===== src/rtl/lsu_pkg.sv =====
// Shared types and constants for the load/store unit.
package lsu_pkg;

    localparam int unsigned XLEN   = 32;
    localparam int unsigned MEM_AW = 30;
    localparam int unsigned NBYTE  = 4;

    typedef enum logic [1:0] {
        SZ_B = 2'd0,
        SZ_H = 2'd1,
        SZ_W = 2'd2
    } ldst_size_e;

    typedef enum logic [1:0] {
        IDLE  = 2'd0,
        MREQ  = 2'd1,
        MWAIT = 2'd2,
        RSP   = 2'd3
    } lsu_state_e;

    // size is kept as raw bits: encoding 3 is reserved but can still arrive
    typedef struct packed {
        logic [XLEN-1:0] addr;
        logic [XLEN-1:0] wdata;
        logic            st;
        logic [1:0]      size;
        logic            uns;
    } ldst_req_t;

    typedef struct packed {
        logic [XLEN-1:0] rdata;
        logic            err;
    } ldst_rsp_t;

    typedef struct packed {
        logic [MEM_AW-1:0] addr;
        logic              we;
        logic [NBYTE-1:0]  wstrb;
        logic [XLEN-1:0]   wdata;
    } mem_req_t;

    typedef struct packed {
        logic [XLEN-1:0] rdata;
    } mem_rsp_t;

    function automatic logic is_misaligned(input logic [1:0] size, input logic [1:0] lo);
        logic mis;
        case (size)
            SZ_B:    mis = 1'b0;
            SZ_H:    mis = lo[0];
            SZ_W:    mis = |lo;
            default: mis = 1'b1;
        endcase
        return mis;
    endfunction

endpackage


===== src/rtl/lsu_if.sv =====
// Valid/ready channels between execute stage, LSU and data memory.
interface ldst_req_if_t;
    logic               vld;
    logic               rdy;
    lsu_pkg::ldst_req_t pkt;
    modport mst (output vld, output pkt, input rdy);
    modport slv (input vld, input pkt, output rdy);
endinterface

interface ldst_rsp_if_t;
    logic               vld;
    logic               rdy;
    lsu_pkg::ldst_rsp_t pkt;
    modport mst (output vld, output pkt, input rdy);
    modport slv (input vld, input pkt, output rdy);
endinterface

interface mem_req_if_t;
    logic              vld;
    logic              rdy;
    lsu_pkg::mem_req_t pkt;
    modport mst (output vld, output pkt, input rdy);
    modport slv (input vld, input pkt, output rdy);
endinterface

interface mem_rsp_if_t;
    logic              vld;
    logic              rdy;
    lsu_pkg::mem_rsp_t pkt;
    modport mst (output vld, output pkt, input rdy);
    modport slv (input vld, input pkt, output rdy);
endinterface


===== src/rtl/lsu_align.sv =====
// Byte-lane steering for stores, load extraction/extension, misalignment detect.
module lsu_align
    import lsu_pkg::*;
(
    input  logic             st_i,
    input  logic [1:0]       size_i,
    input  logic             uns_i,
    input  logic [1:0]       addr_lo_i,
    input  logic [XLEN-1:0]  wdata_i,
    input  logic [XLEN-1:0]  rdata_i,
    output logic [NBYTE-1:0] wstrb_o,
    output logic [XLEN-1:0]  wdata_o,
    output logic [XLEN-1:0]  rdata_o,
    output logic             misaligned_o
);

    logic [XLEN-1:0] sh;

    assign misaligned_o = is_misaligned(size_i, addr_lo_i);

    always_comb begin
        wstrb_o = '0;
        wdata_o = '0;
        rdata_o = '0;
        sh      = rdata_i >> {addr_lo_i, 3'b000};
        if (st_i) begin
            case (size_i)
                SZ_B: begin
                    wstrb_o = 4'b0001 << addr_lo_i;
                    wdata_o = {4{wdata_i[7:0]}};
                end
                SZ_H: begin
                    wstrb_o = 4'b0011 << addr_lo_i;
                    wdata_o = {2{wdata_i[15:0]}};
                end
                default: begin
                    wstrb_o = 4'hF;
                    wdata_o = wdata_i;
                end
            endcase
        end else begin
            case (size_i)
                SZ_B:    rdata_o = {{24{~uns_i & sh[7]}}, sh[7:0]};
                SZ_H:    rdata_o = {{16{~uns_i & sh[15]}}, sh[15:0]};
                default: rdata_o = sh;
            endcase
        end
    end

endmodule


===== src/rtl/lsu.sv =====
// Load/store unit: one op in flight, word-aligned memory access, local misalign trap.
module lsu
    import lsu_pkg::*;
(
    input  logic   clk,
    input  logic   rst,
    ldst_req_if_t.slv ldst_req_slv,
    ldst_rsp_if_t.mst ldst_rsp_mst,
    mem_req_if_t.mst  mem_req_mst,
    mem_rsp_if_t.slv  mem_rsp_slv
);

    lsu_state_e state_q, state_d;
    ldst_req_t  op_q, op_d, al_op;
    ldst_rsp_t  res_q, res_d;
    logic       req_rdy_q, mreq_vld_q, mrsp_rdy_q, rsp_vld_q;

    logic [NBYTE-1:0] al_wstrb;
    logic [XLEN-1:0]  al_wdata, al_rdata;
    logic             al_mis;

    // In IDLE the aligner inspects the incoming op for the misalign trap;
    // afterwards it works from the latched op, so mem request fields stay stable.
    assign al_op = (state_q == IDLE) ? ldst_req_slv.pkt : op_q;

    lsu_align u_align (
        .st_i         (al_op.st),
        .size_i       (al_op.size),
        .uns_i        (al_op.uns),
        .addr_lo_i    (al_op.addr[1:0]),
        .wdata_i      (al_op.wdata),
        .rdata_i      (mem_rsp_slv.pkt.rdata),
        .wstrb_o      (al_wstrb),
        .wdata_o      (al_wdata),
        .rdata_o      (al_rdata),
        .misaligned_o (al_mis)
    );

    always_comb begin
        state_d = state_q;
        op_d    = op_q;
        res_d   = res_q;
        case (state_q)
            IDLE: begin
                if (ldst_req_slv.vld) begin
                    op_d = ldst_req_slv.pkt;
                    if (al_mis) begin
                        res_d   = '{rdata: '0, err: 1'b1};
                        state_d = RSP;
                    end else begin
                        state_d = MREQ;
                    end
                end
            end
            MREQ: begin
                if (mem_req_mst.rdy) state_d = MWAIT;
            end
            MWAIT: begin
                if (mem_rsp_slv.vld) begin
                    res_d   = '{rdata: al_rdata, err: 1'b0};
                    state_d = RSP;
                end
            end
            RSP: begin
                if (ldst_rsp_mst.rdy) state_d = IDLE;
            end
            default: state_d = IDLE;
        endcase
    end

    // Handshake outputs are decoded from the next state so they align with state_q.
    always_ff @(posedge clk or posedge rst) begin
        if (rst) begin
            state_q    <= IDLE;
            op_q       <= '0;
            res_q      <= '0;
            req_rdy_q  <= 1'b1;
            mreq_vld_q <= 1'b0;
            mrsp_rdy_q <= 1'b0;
            rsp_vld_q  <= 1'b0;
        end else begin
            state_q    <= state_d;
            op_q       <= op_d;
            res_q      <= res_d;
            req_rdy_q  <= (state_d == IDLE);
            mreq_vld_q <= (state_d == MREQ);
            mrsp_rdy_q <= (state_d == MWAIT);
            rsp_vld_q  <= (state_d == RSP);
        end
    end

    assign ldst_req_slv.rdy = req_rdy_q;
    assign ldst_rsp_mst.vld = rsp_vld_q;
    assign ldst_rsp_mst.pkt = res_q;
    assign mem_req_mst.vld  = mreq_vld_q;
    assign mem_req_mst.pkt  = '{addr:  al_op.addr[XLEN-1:2],
                                we:    al_op.st,
                                wstrb: al_wstrb,
                                wdata: al_wdata};
    assign mem_rsp_slv.rdy  = mrsp_rdy_q;

endmodule

===== src/flat_wrapper.sv =====
// flat-port wrapper written by rule: the top's interface ports become plain ports
module lsu_flat import lsu_pkg::*;
  (clk, rst, ldst_req_slv_vld, ldst_req_slv_pkt, ldst_req_slv_rdy, ldst_rsp_mst_vld, ldst_rsp_mst_pkt, ldst_rsp_mst_rdy, mem_req_mst_vld, mem_req_mst_pkt, mem_req_mst_rdy, mem_rsp_slv_vld, mem_rsp_slv_pkt, mem_rsp_slv_rdy);
  ldst_req_if_t ldst_req_slv_i ();
  ldst_rsp_if_t ldst_rsp_mst_i ();
  mem_req_if_t mem_req_mst_i ();
  mem_rsp_if_t mem_rsp_slv_i ();
  input  logic clk;
  input  logic rst;
  input wire logic [$bits(ldst_req_slv_i.vld)-1:0] ldst_req_slv_vld;
  input wire logic [$bits(ldst_req_slv_i.pkt)-1:0] ldst_req_slv_pkt;
  output wire logic [$bits(ldst_req_slv_i.rdy)-1:0] ldst_req_slv_rdy;
  output wire logic [$bits(ldst_rsp_mst_i.vld)-1:0] ldst_rsp_mst_vld;
  output wire logic [$bits(ldst_rsp_mst_i.pkt)-1:0] ldst_rsp_mst_pkt;
  input wire logic [$bits(ldst_rsp_mst_i.rdy)-1:0] ldst_rsp_mst_rdy;
  output wire logic [$bits(mem_req_mst_i.vld)-1:0] mem_req_mst_vld;
  output wire logic [$bits(mem_req_mst_i.pkt)-1:0] mem_req_mst_pkt;
  input wire logic [$bits(mem_req_mst_i.rdy)-1:0] mem_req_mst_rdy;
  input wire logic [$bits(mem_rsp_slv_i.vld)-1:0] mem_rsp_slv_vld;
  input wire logic [$bits(mem_rsp_slv_i.pkt)-1:0] mem_rsp_slv_pkt;
  output wire logic [$bits(mem_rsp_slv_i.rdy)-1:0] mem_rsp_slv_rdy;
  assign ldst_req_slv_i.vld = ldst_req_slv_vld;
  assign ldst_req_slv_i.pkt = ldst_req_slv_pkt;
  assign ldst_req_slv_rdy = ldst_req_slv_i.rdy;
  assign ldst_rsp_mst_vld = ldst_rsp_mst_i.vld;
  assign ldst_rsp_mst_pkt = ldst_rsp_mst_i.pkt;
  assign ldst_rsp_mst_i.rdy = ldst_rsp_mst_rdy;
  assign mem_req_mst_vld = mem_req_mst_i.vld;
  assign mem_req_mst_pkt = mem_req_mst_i.pkt;
  assign mem_req_mst_i.rdy = mem_req_mst_rdy;
  assign mem_rsp_slv_i.vld = mem_rsp_slv_vld;
  assign mem_rsp_slv_i.pkt = mem_rsp_slv_pkt;
  assign mem_rsp_slv_rdy = mem_rsp_slv_i.rdy;
  lsu u_core (.clk(clk), .rst(rst), .ldst_req_slv(ldst_req_slv_i), .ldst_rsp_mst(ldst_rsp_mst_i), .mem_req_mst(mem_req_mst_i), .mem_rsp_slv(mem_rsp_slv_i));
endmodule

===== config.mk =====
export PLATFORM = sky130hd
export DESIGN_NAME = lsu_flat
export DESIGN_NICKNAME = d
export VERILOG_FILES = /design/src/rtl/lsu_pkg.sv /design/src/rtl/lsu_if.sv /design/src/rtl/lsu_align.sv /design/src/rtl/lsu.sv /design/src/flat_wrapper.sv
export SDC_FILE = /design/constraint.sdc
export NUM_CORES = 1
export LEC_CHECK = 0
export BUFFER_PORTS_ARGS = -buffer_cell sky130_fd_sc_hd__buf_2
export CORE_MARGIN = 5
export CORE_UTILIZATION = 30
export CTS_CLUSTER_SIZE = 30
export DETAILED_ROUTE_END_ITERATION = 8
export GPL_TIMING_DRIVEN = 0
export SYNTH_ARGS = -nofsm -noshare
export SYNTH_HDL_FRONTEND = slang
export SYNTH_SLANG_ARGS = --single-unit

===== constraint.sdc =====
create_clock -name clk -period 4.3 [get_ports clk]
set_clock_uncertainty 0.1 [all_clocks]
set_input_delay 0.215 -clock clk [delete_from_list [all_inputs] [get_ports clk]]
set_output_delay 0.215 -clock clk [all_outputs]
set_load 0.005 [all_outputs]

Yosys cells after proc, flatten, opt, wreduce, memory -nomap -nowiden
Index checks and enable logic that the tools add are counted.

storage, ports and cells
  register bits = 107
  bits of input ports = 106
  logic and storage cells = 54

cells by class
  equality and inequality tests = 11
  shifts and indexed selects = 3
  mux-type cells = 18
  bitwise logic cells = 3
  reductions and logical operators = 7

operators with widths
  kind                                                                     count
  32-bit one-hot mux with 2 select lines                                   2
  33-bit 2-to-1 mux                                                        3
  68-bit 2-to-1 mux                                                        1
  33-bit one-hot mux with 2 select lines                                   1
  32-bit 2-to-1 mux                                                        2
  32-bit by 5-bit right shift with 32-bit output                           1
  2-bit equality test, second input constant                               5
  2-bit 2-to-1 mux                                                         5
  2-bit one-hot mux with 4 select lines                                    1
  4-bit one-hot mux with 2 select lines                                    1
  2-bit by 1-bit equality test with 1-bit output, second input constant    3
  2-bit zero test                                                          3
  4-bit 2-to-1 mux                                                         1
  2-bit inequality test, second input constant                             2
  4-bit AND reduction                                                      1
  1-bit by 2-bit left shift with 4-bit output, first input constant        1
  2-bit by 2-bit left shift with 4-bit output, first input constant        1
  1-bit one-hot mux with 3 select lines                                    1
  1-bit bitwise AND                                                        2
  2-bit by 1-bit inequality test with 1-bit output, second input constant  1
  2-bit AND reduction                                                      1
  2-bit nonzero test                                                       1
  2-bit OR reduction                                                       1
  1-bit NOT                                                                1

Longest topological paths before layout
  word-level depth = 8
  depth in mapped cells = 9
  depth with buffers taken out = 6

Cells and area by module
From an unflattened synthesis, not the netlist that was laid out.

unflattened totals
  cells, all modules = 577
  area total of the unflattened synthesis = 6543.8 um^2

by module, submodules not included
  module     times used  cells each  area each (um^2)
  lsu        1           354         5029.8
  lsu_align  1           223         1514.0

Worst setup path after synthesis
OpenSTA, ideal clock, no wires.

  kind = reg2reg
  from = reg u_core.state_q[0]
  to = reg u_core.res_q (netlist bit u_core.ldst_rsp_mst.pkt[28])
  library setup time = 0.075 ns
  arrival time = 2.127 ns
  required time = 4.125 ns
  setup slack = 1.999 ns
  stages on the path, launching flop included = 10
  buffers on the path = 3
  cells stage by stage = dfrtp_1 -> or2_1 -> buf_6 -> mux2_4 -> buf_6 -> mux2i_2 -> a221oi_2 -> o21ai_2 -> buf_6 -> o21ai_2

between the ends
  cells in the longest elaborated chain, start to end = 8

ends and longest elaborated chain
  what                                                                                line                                               text
  start: declaration                                                                  lsu.sv:13                                          lsu_state_e state_q, state_d;
  start signal: assignment                                                            lsu.sv:82                                          state_q <= state_d;
  2-bit zero test                                                                     lsu.sv:24, lsu.sv:43
  68-bit 2-to-1 mux                                                                   lsu.sv:24                                          assign al_op = (state_q == IDLE) ? ldst_req_slv.pkt : op_q;
  32-bit by 5-bit right shift with 32-bit output / 1-bit NOT (equally long branches)  lsu_align.sv:25, lsu_align.sv:43, lsu_align.sv:44
  1-bit bitwise AND, on equally long branches                                         lsu_align.sv:44, lsu_align.sv:43
  32-bit one-hot mux with 2 select lines                                              lsu_align.sv:42                                    case (size_i)
  32-bit 2-to-1 mux                                                                   lsu_align.sv:26                                    if (st_i) begin
  33-bit 2-to-1 mux                                                                   lsu.sv:59                                          if (mem_rsp_slv.vld) begin
  33-bit one-hot mux with 2 select lines                                              lsu.sv:43                                          case (state_q)
  end signal: assignment                                                              lsu.sv:84                                          res_q <= res_d;
  end: declaration                                                                    lsu.sv:15                                          ldst_rsp_t res_q, res_d;

Parallel ways exist; a longest one is shown, timed or not. The select of a mux whose other input is x is not followed.
A chain may end at the register's enable or synchronous reset.

Final worst setup path
  from = reg u_core.state_q[0]
  to = out mem_req_mst_pkt[28]

between the ends
  cells in the longest elaborated chain, start to end = 5

ends and longest elaborated chain
  what                                                                                      line                text
  2-bit zero test *                                                                         lsu.sv:24
  68-bit 2-to-1 mux *                                                                       lsu.sv:24
  2-bit by 1-bit equality test with 1-bit output / 2-bit zero test (equally long branches)  lsu_align.sv:27     case (size_i)
  32-bit one-hot mux with 2 select lines                                                    lsu_align.sv:27
  32-bit 2-to-1 mux *                                                                       lsu_align.sv:26
  end: declaration                                                                          flat_wrapper.sv:17  output wire logic [$bits(mem_req_mst_i.pkt)-1:0] mem_req_mst_pkt;

Every way passes the cells marked *; elsewhere a longest branch is shown, timed or not.

==> metrics.txt <==
Crit-path slowest cell o21ai_1; EDFF count, synth 0; Rows 51; Max transition margin a little over a fifth; CP startpoint kind flip-flop; family with the most delay on the worst path compound AO/OA/AOI/OAI gates; reg2reg start u_core.state_q[1]; most common cell after layout, fill and taps aside buf_2; largest net degree at the start of global routing 57; GR Util met2 between 20% and 30%; max cap viols 0; Period minus WS final roughly 3.4 ns; Setup crit end mem_req_mst_pkt[28]; Worst EP arrival ~3.1 ns; Tot GR Track Use 17.5%; Crit path required time slightly below 4 ns; Iter 0 DRT Violations ~310; reg-to-reg critical path endpoint u_core.op_q[49]; post-CTS sizing 0; Initial Util a little under a third; synth warn 0; Pre-antenna DRT Iters 4; area of the core between 15000 and 20000 um2; H-Tree Depth 3; clock root buffer clkbuf_16; status finished, final reports clean; Die H between 100 and 150 um; most frequent cells in the layout buf_2, nand2_1, dfrtp_1; Fmax between 200 and 300 MHz; final setup vio count 0; Multi-input gate area between 2000 and 3000 um2; TNS Setup 0 ns; final worst-path cycle share about four fifths; Most common cell on crit path buf_2; RSZ-0062 raised after global routing no; CTS sink cnt 107; FF+latch area roughly 2700 um2; drt drc 0; final hold viol count 0; hold-fix buffers at CTS 45; CP Max Fanout 10; Hold Path Class in2reg; routability cong. 0.887; syn avg cell area around 9.7 um2; Cells after Synth 605; Top FF cell, synth dfrtp_1; Die ar. ~22000 um2; Critical Path Sink Type output pin; via density per instance roughly 4.9; CTS Buffer Depth 2; Post-Syn Area just under 6000 um2; Fillers roughly 2000; Port Buffer Count roughly 210; TritonCTS Buffers 9; fin nets 977; Worst Path Buf+Inv 4; I/O pins 210; routed wire length 19800 um; Area growth syn-to-layout 37.2%; worst slew pin tran 1.17 ns; CP max stage delay 0.71 ns; number of setup buffers added after CTS 0; FF+latch count, synth roughly 110; via count around 5600; Fin Hold WS 0.0149 ns; R2R Setup Slk between 1 and 1.5 ns; Worst R2R Path Depth 6; Die X 150 um; kind of critical path reg2out; Overflow after GRT 0; antenna viol nets, final 0; Slew Limit Fails 0; critical path cell sequence buf_2 > o21ai_1 > and2_0 > clkbuf_1 > buf_2 > a221oi_1 > a211oi_1 > buf_2; post-detail-place hpwl ~15000 um; Yosys cell types 50; syn_nets around 700; vias in the first global route 5676; first-pass GRT wire length roughly 31000 um; layout cells sized above 1 around two fifths; latest clock arrival within the worst-skew pair roughly 0.35 ns; mean routed wirelength per cell approximately 17 um; grt peak-use layer met2; TritonCTS clock tree yes; initial antenna violation count 2; GRT met1 Usage between 20% and 30%; sequential share of the synthesized area a little under half; CTS clk-pin slew, worst paths 0.08 ns; GR Layer Usage met3 3.88%; pwr/cell area approximately 800 nW/um2; Worst path depth 8; Async S/R FF share, synth 100%; Max VDD drop approximately 0.00037 V; Pleak approximately 4 nW; crit path from u_core.state_q[0]
per-layer routing:
| layer | vias to the layer above | wire length (um) |
|---|---|---|
| li1 | 2647 | - |
| met1 | 2725 | 8990 |
| met2 | 212 | 8970 |
| met3 | 25 | 1480 |
| met4 | 2 | 346 |
| met5 | - | 11 |
how the worst min path moves through the flow:
stage / depth (start not counted) / from / endpoint / slack [ns]
6_report: 2 / ldst_req_slv_pkt[67] / u_core.op_q[67] / 0.01
5_1_grt: 2 / ldst_req_slv_pkt[67] / u_core.op_q[67] / 0.001
2_1_floorplan: 1 / ldst_req_slv_pkt[42] / u_core.op_q[42] / 0.27
3_3_place_gp: 2 / ldst_req_slv_pkt[9] / u_core.op_q[9] / 0.36
3_5_place_dp: 2 / rst / u_core.op_q[44] / 0.20
4_1_cts: 2 / ldst_req_slv_pkt[67] / u_core.op_q[67] / 0.0001
flip-flops by register name (all words and copies together) (netlist names):
name,count
u_core.mem_rsp_slv.rdy,1
u_core.op_q,68
u_core.mem_req_mst.vld,1
u_core.ldst_rsp_mst.vld,1
u_core.ldst_req_slv.rdy,1
u_core.state_q,2
u_core.ldst_rsp_mst.pkt,33
area by class of cell:
class / count / area share (%)
Inverter: 4 / 0.250
Tap cell: 265 / 4.14
Timing Repair Buffer: 255 / 19.0
Clock inverter: 7 / 1.05
Multi-Input combinational cell: 453 / 36.9
Antenna cell: 1 / 0.0312
Clock buffer: 9 / 2.81
Buffer: 41 / 2.40
Sequential cell: 107 / 33.4
Yosys cell counts, drive strengths merged, types with 2 or more instances:
| library cell | count | area [um2] |
|---|---|---|
| dfrtp | 106 | 2650 |
| a31oi | 2 | 12.5 |
| nand2 | 182 | 683 |
| mux2 | 70 | 792 |
| buf | 15 | 95.1 |
| a21o | 2 | 15.0 |
| a21oi | 43 | 215 |
| clkbuf | 26 | 97.6 |
| nor2 | 28 | 108 |
| o31ai | 2 | 20.0 |
| a221oi | 10 | 93.8 |
| nor3 | 3 | 15.0 |
| and2 | 3 | 18.8 |
| a211oi | 16 | 120 |
| and3 | 8 | 50.1 |
| nand3 | 2 | 10.0 |
| or2 | 2 | 12.5 |
| mux2i | 22 | 236 |
| a22o | 9 | 78.8 |
| nand2b | 3 | 18.8 |
| o211ai | 8 | 60.1 |
| mux4 | 7 | 165 |
| o21ai | 21 | 150 |
| inv | 3 | 11.3 |
power breakdown:
| part | switching [mW] | internal, mW | total, mW |
|---|---|---|---|
| registers | 0.269 | 1.50 | 1.77 |
| clock network | 0.413 | 0.464 | 0.877 |
| logic | 2.04 | 1.59 | 3.63 |
cell families after synthesis:
kind of cell,Yosys count,share of synthesized area [%]
buffers and inverters,45,3.56
DFF,107,45.9
AOI/OAI and AO/OA,117,13.7
muxes,99,20.4
and+or+nand+nor,237,16.5
stage by stage:
stage               total power, mW  cell area [um2]  cells  setup slack (ns)  utilization (%)
finish                         6.27             8010   1142             0.915             41.4
global route                   6.83             8010   1142             0.686             41.4
CTS                            6.34             8010   1141             0.883             41.4
detailed placement             5.40             7250   1080              1.28             37.5
global placement               5.35             7220   1079            -0.423             37.3
floorplan                      4.00             5840    605              1.17                -
(Power assumes the default switching activity.)
